$ cat src/rtl/cache_req_pkg.sv
// Shared constants for the CPU-side cache requester: FSM encodings, rw
// polarity and the default watchdog limit.
package cache_req_pkg;

  typedef enum logic [1:0] {
    ST_IDLE   = 2'b00,
    ST_ACCESS = 2'b01,
    ST_RESP   = 2'b10
  } state_e;

  localparam logic RW_READ  = 1'b1;
  localparam logic RW_WRITE = 1'b0;

  localparam int unsigned DEFAULT_TIMEOUT = 15;

endpackage

$ cat src/rtl/cache_requester_if.sv
// Core-side request/response handshake plus the cache processor-port signals.
// master = the requester, slave = core + cache side.
interface cache_requester_if #(
  parameter int unsigned d_width = 4,
  parameter int unsigned a_width = 8
);

  // core request / response
  logic               req_valid;
  logic               req_ready;
  logic               req_rw;
  logic [a_width-1:0] req_addr;
  logic [d_width-1:0] req_wdata;
  logic               resp_valid;
  logic               resp_err;
  logic [d_width-1:0] resp_rdata;

  // cache processor port
  logic [a_width-1:0] c_addr;
  logic [d_width-1:0] c_data;
  logic               c_rw;
  logic               c_ce;
  logic               c_odv;
  logic [d_width-1:0] c_rdata;

  modport master (
    input  req_valid, req_rw, req_addr, req_wdata, c_odv, c_rdata,
    output req_ready, resp_valid, resp_err, resp_rdata, c_addr, c_data, c_rw, c_ce
  );

  modport slave (
    output req_valid, req_rw, req_addr, req_wdata, c_odv, c_rdata,
    input  req_ready, resp_valid, resp_err, resp_rdata, c_addr, c_data, c_rw, c_ce
  );

endinterface

$ cat src/rtl/req_watchdog.sv
// Saturating access watchdog. Counts enabled cycles since the last clear;
// expired_o is high during the cycle that is the timeout-th enabled cycle
// (and stays high while saturated).
module req_watchdog #(
  parameter int unsigned timeout = 15
) (
  input  logic clk,
  input  logic clr,
  input  logic clear_i,
  input  logic en_i,
  output logic expired_o
);

  localparam int unsigned CntW = $clog2(timeout + 1);
  localparam logic [CntW-1:0] CntMax  = CntW'(timeout);
  localparam logic [CntW-1:0] CntLast = CntW'(timeout - 1);

  logic [CntW-1:0] cnt_q, cnt_d;

  // Clear wins over enable; count stops at timeout instead of wrapping.
  always_comb begin
    cnt_d = cnt_q;
    if (clear_i) begin
      cnt_d = '0;
    end else if (en_i && (cnt_q != CntMax)) begin
      cnt_d = cnt_q + CntW'(1);
    end
  end

  // Counter register.
  always_ff @(posedge clk or negedge clr) begin
    if (!clr) begin
      cnt_q <= '0;
    end else begin
      cnt_q <= cnt_d;
    end
  end

  // cnt_q holds the number of enabled cycles already completed.
  assign expired_o = (cnt_q >= CntLast);

endmodule

$ cat src/rtl/cache_requester.sv
// CPU-side initiator for the cache processor port: accepts one request,
// drives it to the cache until odv or watchdog expiry, then pulses a response.
module cache_requester
  import cache_req_pkg::*;
#(
  parameter int unsigned d_width = 4,
  parameter int unsigned a_width = 8,
  parameter int unsigned timeout = DEFAULT_TIMEOUT
) (
  input logic              clk,
  input logic              clr,
  cache_requester_if.master bus
);

  state_e             state_q, state_d;
  logic               c_ce_q, c_ce_d;
  logic               c_rw_q, c_rw_d;
  logic [a_width-1:0] c_addr_q, c_addr_d;
  logic [d_width-1:0] c_data_q, c_data_d;
  logic               resp_valid_q, resp_valid_d;
  logic               resp_err_q, resp_err_d;
  logic [d_width-1:0] resp_rdata_q, resp_rdata_d;

  logic wd_clear;
  logic wd_en;
  logic wd_expired;

  req_watchdog #(
    .timeout (timeout)
  ) u_watchdog (
    .clk       (clk),
    .clr       (clr),
    .clear_i   (wd_clear),
    .en_i      (wd_en),
    .expired_o (wd_expired)
  );

  // Next-state and next-output logic; all outputs except req_ready are registered.
  always_comb begin
    state_d      = state_q;
    c_ce_d       = c_ce_q;
    c_rw_d       = c_rw_q;
    c_addr_d     = c_addr_q;
    c_data_d     = c_data_q;
    resp_valid_d = 1'b0;
    resp_err_d   = resp_err_q;
    resp_rdata_d = resp_rdata_q;
    wd_clear     = 1'b0;
    wd_en        = 1'b0;

    case (state_q)
      ST_IDLE: begin
        if (bus.req_valid) begin
          c_rw_d   = bus.req_rw;
          c_addr_d = bus.req_addr;
          c_data_d = bus.req_wdata;
          c_ce_d   = 1'b1;
          wd_clear = 1'b1;
          state_d  = ST_ACCESS;
        end
      end
      ST_ACCESS: begin
        wd_en = 1'b1;
        // odv takes priority over a simultaneous watchdog expiry.
        if (bus.c_odv) begin
          if (c_rw_q == RW_READ) begin
            resp_rdata_d = bus.c_rdata;
          end
          resp_err_d   = 1'b0;
          resp_valid_d = 1'b1;
          c_ce_d       = 1'b0;
          state_d      = ST_RESP;
        end else if (wd_expired) begin
          resp_err_d   = 1'b1;
          resp_valid_d = 1'b1;
          c_ce_d       = 1'b0;
          state_d      = ST_RESP;
        end
      end
      ST_RESP: begin
        state_d = ST_IDLE;
      end
      default: begin
        c_ce_d  = 1'b0;
        state_d = ST_IDLE;
      end
    endcase
  end

  // State and registered outputs; async reset discards any in-flight access.
  always_ff @(posedge clk or negedge clr) begin
    if (!clr) begin
      state_q      <= ST_IDLE;
      c_ce_q       <= 1'b0;
      c_rw_q       <= RW_READ;
      c_addr_q     <= '0;
      c_data_q     <= '0;
      resp_valid_q <= 1'b0;
      resp_err_q   <= 1'b0;
      resp_rdata_q <= '0;
    end else begin
      state_q      <= state_d;
      c_ce_q       <= c_ce_d;
      c_rw_q       <= c_rw_d;
      c_addr_q     <= c_addr_d;
      c_data_q     <= c_data_d;
      resp_valid_q <= resp_valid_d;
      resp_err_q   <= resp_err_d;
      resp_rdata_q <= resp_rdata_d;
    end
  end

  // Gated by clr so ready is low throughout reset and rises as soon as it releases.
  assign bus.req_ready  = (state_q == ST_IDLE) && clr;
  assign bus.resp_valid = resp_valid_q;
  assign bus.resp_err   = resp_err_q;
  assign bus.resp_rdata = resp_rdata_q;
  assign bus.c_ce       = c_ce_q;
  assign bus.c_rw       = c_rw_q;
  assign bus.c_addr     = c_addr_q;
  assign bus.c_data     = c_data_q;

endmodule

$ cat src/flat_wrapper.sv
// flat-port wrapper written by rule: the top's interface ports become plain ports
module cache_requester_flat import cache_req_pkg::*;
#(
  parameter int unsigned d_width = 4,
  parameter int unsigned a_width = 8,
  parameter int unsigned timeout = DEFAULT_TIMEOUT
)
  (clk, clr, bus_req_valid, bus_req_rw, bus_req_addr, bus_req_wdata, bus_c_odv, bus_c_rdata, bus_req_ready, bus_resp_valid, bus_resp_err, bus_resp_rdata, bus_c_addr, bus_c_data, bus_c_rw, bus_c_ce);
  cache_requester_if #(.d_width(d_width), .a_width(a_width)) bus_i ();
  input logic clk;
  input logic clr;
  input wire logic [$bits(bus_i.req_valid)-1:0] bus_req_valid;
  input wire logic [$bits(bus_i.req_rw)-1:0] bus_req_rw;
  input wire logic [$bits(bus_i.req_addr)-1:0] bus_req_addr;
  input wire logic [$bits(bus_i.req_wdata)-1:0] bus_req_wdata;
  input wire logic [$bits(bus_i.c_odv)-1:0] bus_c_odv;
  input wire logic [$bits(bus_i.c_rdata)-1:0] bus_c_rdata;
  output wire logic [$bits(bus_i.req_ready)-1:0] bus_req_ready;
  output wire logic [$bits(bus_i.resp_valid)-1:0] bus_resp_valid;
  output wire logic [$bits(bus_i.resp_err)-1:0] bus_resp_err;
  output wire logic [$bits(bus_i.resp_rdata)-1:0] bus_resp_rdata;
  output wire logic [$bits(bus_i.c_addr)-1:0] bus_c_addr;
  output wire logic [$bits(bus_i.c_data)-1:0] bus_c_data;
  output wire logic [$bits(bus_i.c_rw)-1:0] bus_c_rw;
  output wire logic [$bits(bus_i.c_ce)-1:0] bus_c_ce;
  assign bus_i.req_valid = bus_req_valid;
  assign bus_i.req_rw = bus_req_rw;
  assign bus_i.req_addr = bus_req_addr;
  assign bus_i.req_wdata = bus_req_wdata;
  assign bus_i.c_odv = bus_c_odv;
  assign bus_i.c_rdata = bus_c_rdata;
  assign bus_req_ready = bus_i.req_ready;
  assign bus_resp_valid = bus_i.resp_valid;
  assign bus_resp_err = bus_i.resp_err;
  assign bus_resp_rdata = bus_i.resp_rdata;
  assign bus_c_addr = bus_i.c_addr;
  assign bus_c_data = bus_i.c_data;
  assign bus_c_rw = bus_i.c_rw;
  assign bus_c_ce = bus_i.c_ce;
  cache_requester #(.d_width(d_width), .a_width(a_width), .timeout(timeout)) u_core (.clk(clk), .clr(clr), .bus(bus_i));
endmodule
$ cat config.mk
export PLATFORM = sky130hd
export DESIGN_NAME = cache_requester_flat
export DESIGN_NICKNAME = d
export VERILOG_FILES = /design/src/rtl/cache_req_pkg.sv /design/src/rtl/cache_requester_if.sv /design/src/rtl/req_watchdog.sv /design/src/rtl/cache_requester.sv /design/src/flat_wrapper.sv
export SDC_FILE = /design/constraint.sdc
export NUM_CORES = 1
export LEC_CHECK = 0
export ABC_AREA = 1
export CORE_ASPECT_RATIO = 0.75
export CORE_MARGIN = 2
export CORE_UTILIZATION = 46
export DETAILED_ROUTE_END_ITERATION = 6
export PLACE_DENSITY = 0.87
export SYNTH_ARGS = -nofsm -noshare
export SYNTH_HDL_FRONTEND = slang
export SYNTH_SLANG_ARGS = --single-unit
$ cat constraint.sdc
create_clock -name clk -period 3.2 [get_ports clk]
set_input_delay 0.64 -clock clk [delete_from_list [all_inputs] [get_ports clk]]
set_output_delay 0.64 -clock clk [all_outputs]
set_load 0.1 [all_outputs]
# --- Word level (Yosys, flattened, before mapping) ---
# Cells that the tools add are included.
# W data, S select, Z words.
word_totals:
  reg_bits: 26
  input_bits: 21
  output_inout_bits: 21
  word_cells: 45
op_classes:
  n_addsub: 1
  n_lt_le_gt_ge: 1
  n_eq_ne: 5
  n_mux: 18
  bitwise: 1
  reduce_logical: 10
ops:
  columns: ["op", "count"]
  rows:
  - ["$mux W1", 11]
  - ["$mux W4", 2]
  - ["$mux W2", 3]
  - ["$reduce_and A2 Y1", 3]
  - ["$reduce_and A3 Y1", 2]
  - ["$add A4 B1 Y4 const B", 1]
  - ["$ge A4 B4 Y1 const B", 1]
  - ["$ne A4 B4 Y1 const B", 1]
  - ["$pmux W2 S2", 1]
  - ["$reduce_bool A2 Y1", 2]
  - ["$ne A3 B3 Y1 const B", 1]
  - ["$pmux W1 S3", 1]
  - ["$eq A2 B1 Y1 const B", 1]
  - ["$eq A2 B2 Y1 const B", 1]
  - ["$logic_and A1 B1 Y1", 2]
  - ["$logic_not A2 Y1", 1]
  - ["$ne A2 B2 Y1 const B", 1]
  - ["$not A1 Y1", 1]

# --- Logic depth before layout (Yosys ltp) ---
# Gate-level depths: netlist of the first run.
depth:
  word_depth: 5
  ltp_mapped: 9
  mapped_depth_nobuf: 9

# --- Modules after synthesis ---
# From an unflattened synthesis of the first run, not the netlist that was laid out.
hier_totals:
  cells_unflattened: 133
  hier_area_um2: 1139.8
modules_own_cells:
  columns: ["module", "n_inst", "cells_each", "area_each_um2", "seq_area_each_um2"]
  rows:
  - ["cache_requester", 1, 102, 894.6, 551.8]
  - ["req_watchdog", 1, 31, 245.2, 100.1]

# --- Least setup slack after synthesis of the first run ---
# No wires, ideal clock.
synth_path:
  path_type: "input to output"
  startpoint: "input clr"
  endpoint: "output bus_req_ready"
  arrival_time_ns: 1.918
  required_ns: 2.560
  setup_slack_ns: 0.642
  path_stages: 2
  path_buffers: 0
  cell_sequence: "inv_1 -> nor2_1"
synth_via:
  elab_chain_len: 1
synth_lines:
  columns: ["item", "line_no", "source"]
  rows:
  - ["from (decl)", "flat_wrapper.sv:11", "input logic clr;"]
  - ["$logic_and A1 B1 Y1", "cache_requester.sv:114", "assign bus.req_ready = (state_q == ST_IDLE) && clr;"]
  - ["to (decl)", "flat_wrapper.sv:18", "output wire logic [$bits(bus_i.req_ready)-1:0] bus_req_ready;"]
# Every way passes these cells.

# --- Final worst setup path of the first run ---
# Ends and elaborated chain as after synthesis.

==> results of run 1 <==
[worst max-delay path, cell delays in order]
cell and delay [ns]:
clkdlybuf4s50_1 0.51, inv_1 0.06, nor2_1 0.19, buf_12 0.20
[registers in the layout, indices dropped and copies added, names as in the netlist]
| signal | flops |
|---|---|
| u_core.state_q | 2 |
| u_core.bus.c_rw | 1 |
| u_core.bus.c_ce | 1 |
| u_core.bus.c_data | 4 |
| u_core.bus.c_addr | 8 |
| u_core.bus.resp_rdata | 4 |
| u_core.bus.resp_err | 1 |
| u_core.u_watchdog.cnt_q | 4 |
| u_core.bus.resp_valid | 1 |
[cell families (layout without fill, tap and decap cells)]
kind of cell               Yosys count  in the layout
xor gates and xnor gates             1              1
buffers and inverters               20             64
DFF                                 26             26
AOI/OAI and AO/OA                    7              7
adders and majority gates            2              2
and+or+nand+nor                     74             74
[cell usage after synthesis]
master   instances  area [µm²]
a21oi_1          1        5.00
buf_4            1        7.51
buf_6            1        11.3
dfrtp_1         25         626
dfstp_2          1        26.3
ha_1             2        25.0
inv_1           15        56.3
inv_2            3        11.3
nand2_1         59         221
nand2_2          2        12.5
nand3_1          7        35.0
nand3_2          1        10.0
nand3_4          1        17.5
nand4_1          1        6.26
nor2_1           2        7.51
nor2_4           1        11.3
o21ai_0          5        25.0
o22ai_1          1        6.26
xor2_1           1        8.76
[through the flow]
stage / instance area [µm²] / hold WS (ns) / cells
global route: 1580 / 0.512 / 208
detailed placement: 1530 / 0.468 / 204
CTS: 1580 / 0.492 / 208
floorplan: 1130 / 0.344 / 130
finish: 1580 / 0.493 / 208
global placement: 1530 / 0.460 / 204
[area by class of cell]
class	count	share of cell area [%]
Timing Repair Buffer	42	23.9
Clock inverter	1	1.90
Sequential cell	26	41.2
Inverter	18	4.27
Clock buffer	3	1.42
Tap cell	34	2.69
Multi-Input combinational cell	84	24.7
[layer usage]
layer / wire length, µm / share of wire [%] / up-vias / global-route usage (%)
met5: 0 / 0 / - / 0
met4: 7 / 0.30 / 0 / 4.35
li1: - / - / 482 / -
met2: 1170 / 50 / 25 / 30.6
met1: 1020 / 44 / 452 / 23.9
met3: 118 / 5.1 / 2 / 4.96
[worst paths after layout]
path | from | endpoint | slack (ns) | cells past startpoint
max in group asynchronous | clr | u_core.bus.c_rw | 2.15 | 2
setup reg to reg | u_core.state_q[1] | u_core.bus.c_ce | 1.89 | 5
min in group asynchronous | clr | u_core.u_watchdog.cnt_q[2] | 0.75 | 2
hold / removal | u_core.state_q[0] | u_core.bus.c_ce | 0.49 | 1
setup / recovery | clr | bus_req_ready | 0.95 | 4
hold reg to reg | u_core.state_q[0] | u_core.bus.c_ce | 0.49 | 1
==> impl_metrics.ini, run 1 <==
[synthesis]
synth_top_family_by_area = simple AND/OR/NAND/NOR gates
yosysWarnings = 0
ys_seq_elements = 26
synthAdderAreaFrac_pct = 2.21
syn_avg_cell_area_um2 = 8.69
synth.net_count = 153
synth-xor-area-share_pct = 0.775
ys_types = 19
muxShareOfSynthArea_pct = 0
synthSimpleGateAreaFrac_pct = 28.5
synthCells = 130
synth_compound_area_share_pct = 3.21
seq_area_frac_synth_pct = 57.7
synth_area_um2 = 1130

[timing]
fin_tns_setup_ns = 0
period_needed_ns = 2.25
fin_skew_ns = 0.00171
final.period_utilization_pct = 70.2
relSlewSlack_pct = 78.1
fin_ws_ns = 0.953
slew_violations = 0
final-setup-viol-count = 0
rsz0062_at_grt = no
tightest_slew_ns = 0.329
hold_violations = 0
max_freq_mhz = 445

[detailed_routing]
drt.antenna.violating_nets = 0
vias_per_cell = 4.62
routed_wl_mm = 2.32
drc = 0
first_iter_violations = 24
vias = 961
drtPass1Iterations = 4
routedWlPerCell_um = 11.2

[clocking]
cts-hold-fix-buffers = 0
cts-root-buf = clkbuf_4
clk_pin_slew_ns = 0.14
cts_resized = 0
cts_sinks = 26
cts_tree = yes
insertion_delay_ns = 0.32
h-tree-depth = 1
postCtsSetupBuffers = 0
cts_max_path_buffers = 2
cts_buffers = 3

[finish]
syn_to_final_growth_pct = 40.2
final_common_cell = nand2_1
layout.nets = 198
drive_above_1_share_pct = 20.1
diodes = 0
register_area_um2 = 652
multi_input_area_um2 = 392
final_core_util_pct = 68.6
fill_cells = 181
mostFrequentLayoutCells = nand2_1 (59), dfrtp_1 (25), buf_4 (21)

[global_route]
track_usage_pct = 18.3
grt_pass1_wl_mm = 3.75
grt_max_degree = 27
grt_pass1_vias = 865
gr-total-overflow = 0
antenna_found_initial = 0

[floorplan]
die_x_um = 61.2
die_height_um = 46.9
die_area_um2 = 2870
pin_count = 42
initial_utilization_pct = 48.9
rows = 15
core_area_um2 = 2310

[run]
cap_violations = 0

[critical_path]
critPathArrivalTime_ns = 1.61
end_kind = primary output
critical_path_class = input port to primary output
critPathMaxFanout = 2
startpoint_type = input port
cp.required_ns = 2.56

[status]
status = finished, final reports clean

[placed_design]
place_hpwl_mm = 1.79
gp_congestion = 0.691
preCtsSetupSlack_ns = 0.953
io_buffers = 41

[hold_path]
hold_path.class = flop to flop
Power of run 1 is not shown: default switching activity piles up to over one toggle a cycle in this logic, so the estimate is an artifact.
==> run 2, diff against run 1 <==
--- a/config.mk
+++ b/config.mk
@@ -8,9 +8,9 @@
 export ABC_AREA = 1
 export CORE_ASPECT_RATIO = 0.75
 export CORE_MARGIN = 2
-export CORE_UTILIZATION = 46
+export CORE_UTILIZATION = 43
 export DETAILED_ROUTE_END_ITERATION = 6
-export PLACE_DENSITY = 0.87
+export PLACE_DENSITY = 0.82
 export SYNTH_ARGS = -nofsm -noshare
 export SYNTH_HDL_FRONTEND = slang
 export SYNTH_SLANG_ARGS = --single-unit
==> constraint.sdc (replaced) <==
create_clock -name clk -period 2.3 [get_ports clk]
set_input_delay 0.46 -clock clk [delete_from_list [all_inputs] [get_ports clk]]
set_output_delay 0.46 -clock clk [all_outputs]
set_load 0.1 [all_outputs]
==> run 2 against run 1 <==
Effect of this change:
- clock skew up 0.0027 ns
- worst hold slack worse by 0.0056 ns
- final cell count up 0.96%
- design area down 0.87%
- critical endpoint unchanged
==> impl_metrics.ini, run 2 (synthesis results as in run 1) <==
[global_route]
grt_pass1_wl_mm = 4.35
gr-total-overflow = 0
top_usage_layer = met2
grt_pass1_vias = 986
antenna_found_initial = 0
grt_use_met3_pct = 4.19
grt_util_met1_pct = 22.2
track_usage_pct = 18.4
use_met2_pct = 32.4
grt_max_degree = 27

[critical_path]
critPathArrivalTime_ns = 1.43
reg2reg_depth = 5
r2r_slack_ns = 1.02
cp.required_ns = 1.84
startpoint_type = input port
end_kind = primary output
critical_path_class = input port to primary output
critPathMaxFanout = 2

[timing]
fin_ws_ns = 0.414
period_needed_ns = 1.89
fin_tns_setup_ns = 0
max_freq_mhz = 530
final-setup-viol-count = 0
tightest_slew_ns = 0.329
slew_violations = 0
rsz0062_at_grt = no
final.period_utilization_pct = 82.0
relSlewSlack_pct = 78.1
fin_skew_ns = 0.00442
hold_violations = 0

[finish]
drive_above_1_share_pct = 20.1
diodes = 0
syn_to_final_growth_pct = 39.0
layout.nets = 198
final_common_cell = nand2_1
fill_cells = 244
mostFrequentLayoutCells = nand2_1 (59), dfrtp_1 (25), buf_4 (21)
largest_reg_flops = 8
final_core_util_pct = 61.3
fin_cells = 210

[clocking]
h-tree-depth = 1
cts-hold-fix-buffers = 0
cts_sinks = 26
cts_max_path_buffers = 2
cts_buffers = 3
insertion_delay_ns = 0.31
cts_tree = yes
postCtsSetupBuffers = 0
cts-root-buf = clkbuf_4
cts_resized = 0
clk_pin_slew_ns = 0.14

[floorplan]
die_height_um = 48.4
die_x_um = 63.2
rows = 16
pin_count = 42
die_area_um2 = 3060
initial_utilization_pct = 44.1
core_area_um2 = 2560

[detailed_routing]
drc = 0
vias_per_cell = 4.46
routedWlPerCell_um = 11.4
first_iter_violations = 26
drtPass1Iterations = 4
drt.antenna.violating_nets = 0
routed_wl_mm = 2.40
vias = 937

[hold_path]
hold_path.class = flop to flop
min_path_cells = 1

[placed_design]
io_buffers = 41
dp_cells = 206
place_hpwl_mm = 1.83
preCtsSetupSlack_ns = 0.426
gp_congestion = 0.798

[run]
cap_violations = 0

[status]
status = finished, final reports clean
## run 2: cell types whose count changed in the layout (fill, tap and decap cells not counted)
| cell | change |
|---|---|
| bufinv_16 | -1 |
| clkbuf_8 | +1 |
## run 2: cell type report
type                       instances  area (µm²)  share of cell area (%)
clock buffer                       4        36.3                    2.31
inverter                          18        67.6                    4.30
multi-input combinational         84         392                    24.9
sequential                        26         652                    41.5
tap                               36        45.0                    2.87
timing repair buffer              42         378                    24.1
## run 2: final timing paths
check,start,end
max in group asynchronous,clr,u_core.bus.c_rw
setup / recovery,clr,bus_req_ready
hold / removal,u_core.state_q[0],u_core.bus.c_ce
setup reg to reg,u_core.state_q[1],u_core.bus.c_ce
hold reg to reg,u_core.state_q[0],u_core.bus.c_ce
min in group asynchronous,clr,u_core.state_q[1]
## run 2: stage by stage
stage / cell area [µm²] / hold slack (ns)
floorplan: 1130 / 0.164
global placement: 1530 / 0.459
detailed placement: 1530 / 0.466
CTS: 1570 / 0.493
global route: 1570 / 0.523
finish: 1570 / 0.487
## run 2: layer usage
metal / part of all wire (%) / up-vias
li1: - / 481
met1: 44 / 427
met2: 50 / 27
met3: 5.3 / 2
met4: 1.1 / 0
met5: 0 / -
## run 2: critical path, cell delays in order
cell and delay, ns:
clkdlybuf4s50_1 0.52, inv_1 0.05, nor2_1 0.19, buf_12 0.20
Power of run 2 is left out for the same reason.
